**config.mk**
```make
export PLATFORM = sky130hd
export DESIGN_NAME = uart_rx
export DESIGN_NICKNAME = d
export VERILOG_FILES = /design/src/rtl/uart_rx.sv
export SDC_FILE = /design/constraint.sdc
export NUM_CORES = 1
export LEC_CHECK = 0
export ABC_CLOCK_PERIOD_IN_PS = 2100
export BUFFER_PORTS_ARGS = -buffer_cell sky130_fd_sc_hd__buf_4
export CORE_MARGIN = 2
export CORE_UTILIZATION = 61
export CTS_BUF_LIST = sky130_fd_sc_hd__clkbuf_2 sky130_fd_sc_hd__clkbuf_4 sky130_fd_sc_hd__clkbuf_8
export DETAILED_ROUTE_END_ITERATION = 7
export GPL_ROUTABILITY_DRIVEN = 0
export PLACE_DENSITY = 0.92
export SETUP_SLACK_MARGIN = 0.05
export SLEW_MARGIN = 15
export SYNTH_ARGS = -nofsm -noshare
export SYNTH_HDL_FRONTEND = slang
export SYNTH_SLANG_ARGS = --single-unit
```
**constraint.sdc**
```tcl
create_clock -name clk -period 2.1 [get_ports clk]
set_clock_uncertainty 0.1 [all_clocks]
set_input_delay 0.525 -clock clk [delete_from_list [all_inputs] [get_ports clk]]
set_output_delay 0.525 -clock clk [all_outputs]
set_load 0.005 [all_outputs]
```
**src/rtl/uart_rx.sv**
```systemverilog
// uart_rx: 8N1 serial receiver, LSB first, fixed baud set by CLKS_PER_BIT.
//
// Ports:
//   clk          system clock
//   reset        synchronous reset, active-high
//   rx           asynchronous serial line, idle high
//   data_out     last correctly received byte, held until the next good byte
//   valid        one-cycle strobe; data_out is new in the same cycle
//   framing_err  one-cycle strobe; stop bit was sampled low (byte discarded)
//   busy         high in every state except idle
//
// After reset or a framing error the receiver waits for one full bit time of
// continuous high line before it will accept a start bit. This keeps a held
// break from being decoded as a stream of zero bytes.

module uart_rx #(
   parameter int unsigned CLKS_PER_BIT = 434
) (
   input  logic       clk,
   input  logic       reset,
   input  logic       rx,
   output logic [7:0] data_out,
   output logic       valid,
   output logic       framing_err,
   output logic       busy
);

   localparam int unsigned HALF_BIT = CLKS_PER_BIT / 2;
   localparam int unsigned CntW     = $clog2(CLKS_PER_BIT);

   localparam logic [CntW-1:0] CntBitEnd = CntW'(CLKS_PER_BIT - 1);
   localparam logic [CntW-1:0] CntHalf   = CntW'(HALF_BIT - 1);

   typedef enum logic [2:0] {
      StWaitIdle,
      StIdle,
      StStart,
      StData,
      StStop
   } state_e;

   // Two-flop synchronizer; resets to the idle (high) line level.
   logic rx_meta_q;
   logic rx_s_q;

   state_e          state_q,   state_d;
   logic [CntW-1:0] cnt_q,     cnt_d;
   logic [2:0]      bit_idx_q, bit_idx_d;
   logic [7:0]      shift_q,   shift_d;
   logic [7:0]      data_q,    data_d;
   logic            valid_q,   valid_d;
   logic            ferr_q,    ferr_d;

   always_ff @(posedge clk) begin
      if (reset) begin
         rx_meta_q <= 1'b1;
         rx_s_q    <= 1'b1;
      end else begin
         rx_meta_q <= rx;
         rx_s_q    <= rx_meta_q;
      end
   end

   always_ff @(posedge clk) begin
      if (reset) begin
         state_q   <= StWaitIdle;
         cnt_q     <= '0;
         bit_idx_q <= '0;
         shift_q   <= '0;
         data_q    <= '0;
         valid_q   <= 1'b0;
         ferr_q    <= 1'b0;
      end else begin
         state_q   <= state_d;
         cnt_q     <= cnt_d;
         bit_idx_q <= bit_idx_d;
         shift_q   <= shift_d;
         data_q    <= data_d;
         valid_q   <= valid_d;
         ferr_q    <= ferr_d;
      end
   end

   always_comb begin
      state_d   = state_q;
      cnt_d     = cnt_q + 1'b1;
      bit_idx_d = bit_idx_q;
      shift_d   = shift_q;
      data_d    = data_q;
      valid_d   = 1'b0;
      ferr_d    = 1'b0;

      unique case (state_q)
         StWaitIdle: begin
            // Count consecutive high cycles; any low restarts the count.
            if (!rx_s_q) begin
               cnt_d = '0;
            end else if (cnt_q == CntBitEnd) begin
               state_d = StIdle;
               cnt_d   = '0;
            end
         end

         StIdle: begin
            // Counter free-runs here; it is cleared on the way into start.
            if (!rx_s_q) begin
               state_d = StStart;
               cnt_d   = '0;
            end
         end

         StStart: begin
            // Re-check the line at mid start bit to reject short glitches.
            if (cnt_q == CntHalf) begin
               cnt_d = '0;
               if (!rx_s_q) begin
                  state_d   = StData;
                  bit_idx_d = '0;
               end else begin
                  state_d = StIdle;
               end
            end
         end

         StData: begin
            // Counter is restarted for each bit so non-power-of-two
            // divisors keep every sample a whole bit period apart.
            if (cnt_q == CntBitEnd) begin
               cnt_d              = '0;
               shift_d[bit_idx_q] = rx_s_q;
               bit_idx_d          = bit_idx_q + 3'd1;
               if (bit_idx_q == 3'd7) begin
                  state_d = StStop;
               end
            end
         end

         StStop: begin
            // Leaving at mid stop bit gives half a bit of slack for a
            // start bit that follows with no idle gap.
            if (cnt_q == CntBitEnd) begin
               cnt_d = '0;
               if (rx_s_q) begin
                  state_d = StIdle;
                  data_d  = shift_q;
                  valid_d = 1'b1;
               end else begin
                  state_d = StWaitIdle;
                  ferr_d  = 1'b1;
               end
            end
         end

         default: begin
            state_d = StWaitIdle;
            cnt_d   = '0;
         end
      endcase
   end

   assign data_out    = data_q;
   assign valid       = valid_q;
   assign framing_err = ferr_q;
   assign busy        = (state_q != StIdle);

   a_pulse_excl: assert property (@(posedge clk) disable iff (reset)
      !(valid && framing_err));
   a_valid_single: assert property (@(posedge clk) disable iff (reset)
      valid |=> !valid);
   a_ferr_single: assert property (@(posedge clk) disable iff (reset)
      framing_err |=> !framing_err);

endmodule

```
After elaboration in Yosys (flattened, before gate mapping)

Cells that the tools add are included.

$lt $le $gt $ge: 2
Equality and inequality tests: 16
Bitwise logic cells: 2
Reduce and logical (&&, ||, !) cells: 9
Mux-type cells: 24
Add/sub/neg operators: 2

Operators by type and width:

| cell                | number |
|---|---|
| $mux 9              | 4 |
| $pmux 9 s4          | 1 |
| $mux 3              | 10 |
| $ne 2x2->1 const B  | 8 |
| $pmux 3 s5          | 1 |
| $add 9x1->9 const B | 1 |
| $eq 9x8->1 const B  | 1 |
| $eq 9x9->1 const B  | 1 |
| $bwmux 8            | 1 |
| $reduce_and 7->1    | 1 |
| $eq 3x2->1 const B  | 2 |
| $eq 3x3->1 const B  | 2 |
| $pmux 3 s2          | 1 |
| $lt 3x4->1 const B  | 1 |
| $mux 1              | 4 |
| $reduce_and 4->1    | 1 |
| $add 3x1->3 const B | 1 |
| $demux 1 s3         | 1 |
| $eq 3x1->1 const B  | 1 |
| $ge 3x1->1 const B  | 1 |
| $logic_not 3->1     | 1 |
| $ne 3x1->1 const B  | 1 |
| $reduce_and 3->1    | 1 |
| $reduce_or 3->1     | 1 |
| other kinds (6)     | 7 |

Flip-flop bits (word level): 35

Longest topological paths before layout

Word-level depth: 5
Depth in mapped cells: 7
Gate-level depth less buffers: 7

Least setup slack after synthesis

No wires, ideal clock.

Path type: register to register
From: reg bit_idx_q[0]
To: reg state_q[0]
Stages on the path, launching flop included: 8
Data arrival time: 1.654 ns
Buffers on the path: 0
Data required time: 1.882 ns
Library setup time: 0.118 ns
Path slack: 0.228 ns
Cells stage by stage: dfxtp_1 > ha_1 > ha_1 > or4bb_1 > o41ai_1 > a21oi_2 > and2b_2 > mux2i_1

Word-level cells in the longest chain between the ends: 3

RTL lines:

| what                       | line | RTL |
|---|---|---|
| start: declaration         | 48   | `logic [2:0] bit_idx_q, bit_idx_d;` |
| start signal: assignment   | 76   | `bit_idx_q <= bit_idx_d;` |
| $eq 3x3->1                 | 132  | `if (bit_idx_q == 3'd7) begin` |
| $ne 2x2->1 (no line)       | --   |  |
| $reduce_and 7->1 (no line) | --   |  |
| end signal: assignment     | 66   | `state_q <= StWaitIdle;` |
| end signal: assignment     | 74   | `state_q <= state_d;` |
| end: declaration           | 46   | `state_e state_q, state_d;` |

Every way passes these cells.
A chain may end at the register's enable or synchronous reset.

Worst setup path in the final report

From: reg cnt_q[1]
To: reg state_q[1]

Word-level cells in the longest chain between the ends: 3
Elaborated cells between the ends (all ways): 7
Those cells by class: eq/ne (6); reduce/logical (1)

RTL lines:

| what                                            | line | RTL |
|---|---|---|
| start: declaration                              | 47   | `logic [CntW-1:0] cnt_q, cnt_d;` |
| start signal: assignment                        | 75   | `cnt_q <= cnt_d;` |
| $eq 9x8->1 / $eq 9x9->1 (equally long branches) | --   |  |
| $ne 2x2->1 (no line)                            | --   |  |
| $reduce_and 7->1 (no line) (*)                  | --   |  |

Every way passes the cells marked *; elsewhere a longest branch is shown, timed or not.

==> flow_metrics.py <==
metrics = {
    "run_status": {
        "outcome": "finished, final reports clean",
    },
    "sta": {
        "worstMarginPinSlew_ps": 697,
        "rsz0062_at_grt": "true",
        "setup_viol": 0,
        "min_period_ps": 1970,
        "fmaxAchievable_mhz": 506,
        "worst_slack_ps": 125,
        "setup-tns-final_ps": 0,
        "final.period_utilization_pct": 94.0,
        "slew_headroom_pct": 52.9,
        "finalHoldViolations": 0,
        "report.final.slew_viol_count": 0,
    },
    "logic_synthesis": {
        "synth.largest_area_cell": "dfxtp_1",
        "synth_area_leaders": "dfxtp_1 (42%), mux2i_1 (9.1%), nor2_1 (6.1%)",
        "synthAdderAreaFrac_pct": 3.79,
        "synth_edf_count": 0,
        "avgSynthCellArea_sq_um": 9.26,
        "synth_top_area_share_pct": 42.5,
        "ys_ff_latch": 35,
        "yosysSeqAreaShare_pct": 42.5,
        "synthXorXnorAreaFrac_pct": 3.72,
        "netlist_instances": 178,
        "synth_simple_gate_area_share_pct": 29.1,
        "synthesis.area_sq_mm": 0.00165,
        "syn-num-nets": 186,
        "synthFlopType": "dfxtp_1",
        "synth_top_family_by_area": "simple AND/OR/NAND/NOR gates",
        "yosys_warnings": 0,
        "ys_types": 39,
        "synth_compound_area_share_pct": 7.74,
        "async_flop_share_pct": 0,
        "synth_mux_area_share_pct": 9.79,
        "synth_commonest_cells": "dfxtp_1 (35), nor2_1 (27), mux2i_1 (15), nand2_1 (13), nand3_1 (11)",
        "yosysMostFrequentCell": "dfxtp_1",
    },
    "critical_path": {
        "r2r-start": "cnt_q[1]",
        "worstSetupPathType": "flop to flop",
        "cp.arrival_ps": 2150,
        "startpoint": "cnt_q[1]",
        "crit_required_ps": 2280,
        "cp-end-kind": "flop",
        "worst_setup_path_start_kind": "flop",
        "cp_max_fo": 5,
    },
    "cts": {
        "clk_latency_ps": 340,
        "clock-sinks": 35,
        "cts_buffer_depth": 2,
        "postCtsHoldBufs": 0,
        "cts_tree": "done",
        "htree_levels": 2,
        "cts.clk_slew.worst_paths_ps": 110,
        "cts-root-buf": "clkbuf_4",
        "cts_buffers": 5,
    },
    "placement": {
        "hpwl_mm": 2.36,
        "dpl_worst_slack_ps": 70.3,
        "port-buffer-count": 13,
        "placed_cells": 221,
    },
    "route": {
        "vias": 1319,
        "vias_per_cell": 5.76,
        "wire_per_inst_um": 14.5,
        "drt_first_pass_iters": 4,
        "drt.antenna.violating_nets": 0,
        "drcViolationCount": 0,
        "drt_wl_total_mm": 3.32,
        "drt_iter0_markers": 31,
    },
    "floorplanning": {
        "die_area_sq_mm": 0.00314,
        "core_sq_mm": 0.00252,
        "die_h_um": 56.0,
        "rows": 18,
        "io_pins": 14,
        "fp.dieW_um": 56.0,
        "start_util_pct": 65.4,
    },
    "finish": {
        "synthToLayoutAreaGrowth_pct": 14.0,
        "n_antenna_cell": 0,
        "layout.nets": 206,
        "finish.utilization_pct": 74.6,
        "fin_cells": 229,
        "drive_above_1_share_pct": 23.1,
    },
    "global_route": {
        "gr-total-overflow": 0,
        "grt_pass1_wl_mm": 5.62,
        "grt_pass1_vias": 1277,
        "grt_start_max_net_pins": 27,
        "grtUsageTotal_pct": 22.8,
        "grt_antenna_before_repair": 0,
    },
    "job": {
        "max-cap-violations": 0,
    },
    "pwr": {
        "p_leak_nw": 0.819,
        "peakVddDrop_mv": 0.618,
        "power.density_mw_per_mm2": 594,
    },
    "hold_path": {
        "hold_start": "rx",
        "hp-class": "primary input to flop",
    },
}
worst max-delay path, cell delays in order (launching register included):
cell and delay (ps):
dfxtp_1 360, inv_1 90, ha_1 190, nand4bb_4 160, or2_4 290, a21oi_4 140
or4b_1 450, a21oi_1 150
final cells by class:
class | instances | area, sq um
Timing Repair Buffer | 20 | 150
Inverter | 7 | 26.3
Fill cell | 176 | 642
Clock buffer | 6 | 45.0
Tap cell | 30 | 37.5
Multi-Input combinational cell | 129 | 903
Clock inverter | 2 | 12.5
Sequential cell | 35 | 706
per-layer routing:
metal	wire [um]	vias to the layer above	GRT usage, %
li1	-	657	-
met1	1420	627	28.3
met2	1740	28	38.2
met3	122	7	4.42
met4	42	0	9.86
met5	0	-	0
state kept, by name (all words and copies together), names as in the netlist:
name         cells
bit_idx_q        3
cnt_q            9
data_out         8
framing_err      1
rx_meta_q        1
rx_s_q           1
shift_q          8
state_q          3
valid            1
timing repair:
action	in CTS	in global routing
endpoints found under the hold margin	0	0
gates resized for setup	2	3
setup endpoints to repair	2	10
buffers inserted	0	0
placed cells by master (no fill, tap or decap), types with 3 or more instances in the layout:
cell type / netlist / routed
ha_1: 5 / 5
a21oi_1: 7 / 7
mux2i_1: 15 / 15
o21ai_0: 7 / 7
inv_1: 7 / 7
buf_4: 0 / 20
clkbuf_4: 0 / 6
nand2_1: 13 / 13
nand3_1: 11 / 11
nor2_1: 27 / 26
nor2b_1: 5 / 5
nand4_1: 4 / 4
or2_2: 3 / 3
xor2_1: 6 / 6
dfxtp_1: 35 / 33
cells by family after synthesis:
| logic type | Yosys count |
|---|---|
| AOI/OAI and AO/OA | 20 |
| xor gates and xnor gates | 7 |
| adders and majority gates | 5 |
| buffers and inverters | 14 |
| DFF | 35 |
| muxes | 16 |
| and+or+nand+nor | 81 |
metrics by stage:
step | hold slack [ps] | instance area [sq um] | total power, mW
2_1_floorplan | 289 | 1650 | 0.749
3_3_place_gp | 296 | 1810 | 0.762
3_5_place_dp | 302 | 1810 | 0.768
4_1_cts | 271 | 1870 | 1.12
5_1_grt | 281 | 1880 | 1.16
6_report | 281 | 1880 | 1.12
final timing paths:
check	endpoint	slack (ps)	cells past startpoint
min	rx_meta_q	280	2
max reg2reg	state_q[1]	130	7
min reg2reg	rx_s_q	320	1
max	state_q[1]	130	7
where the power goes:
part | internal [mW] | switching, mW
sequential | 0.673 | 0.0160
combinational | 0.0289 | 0.0405
clock | 0.142 | 0.216
total | 0.844 | 0.273
No activity file was read; power rests on OpenSTA's default activity.
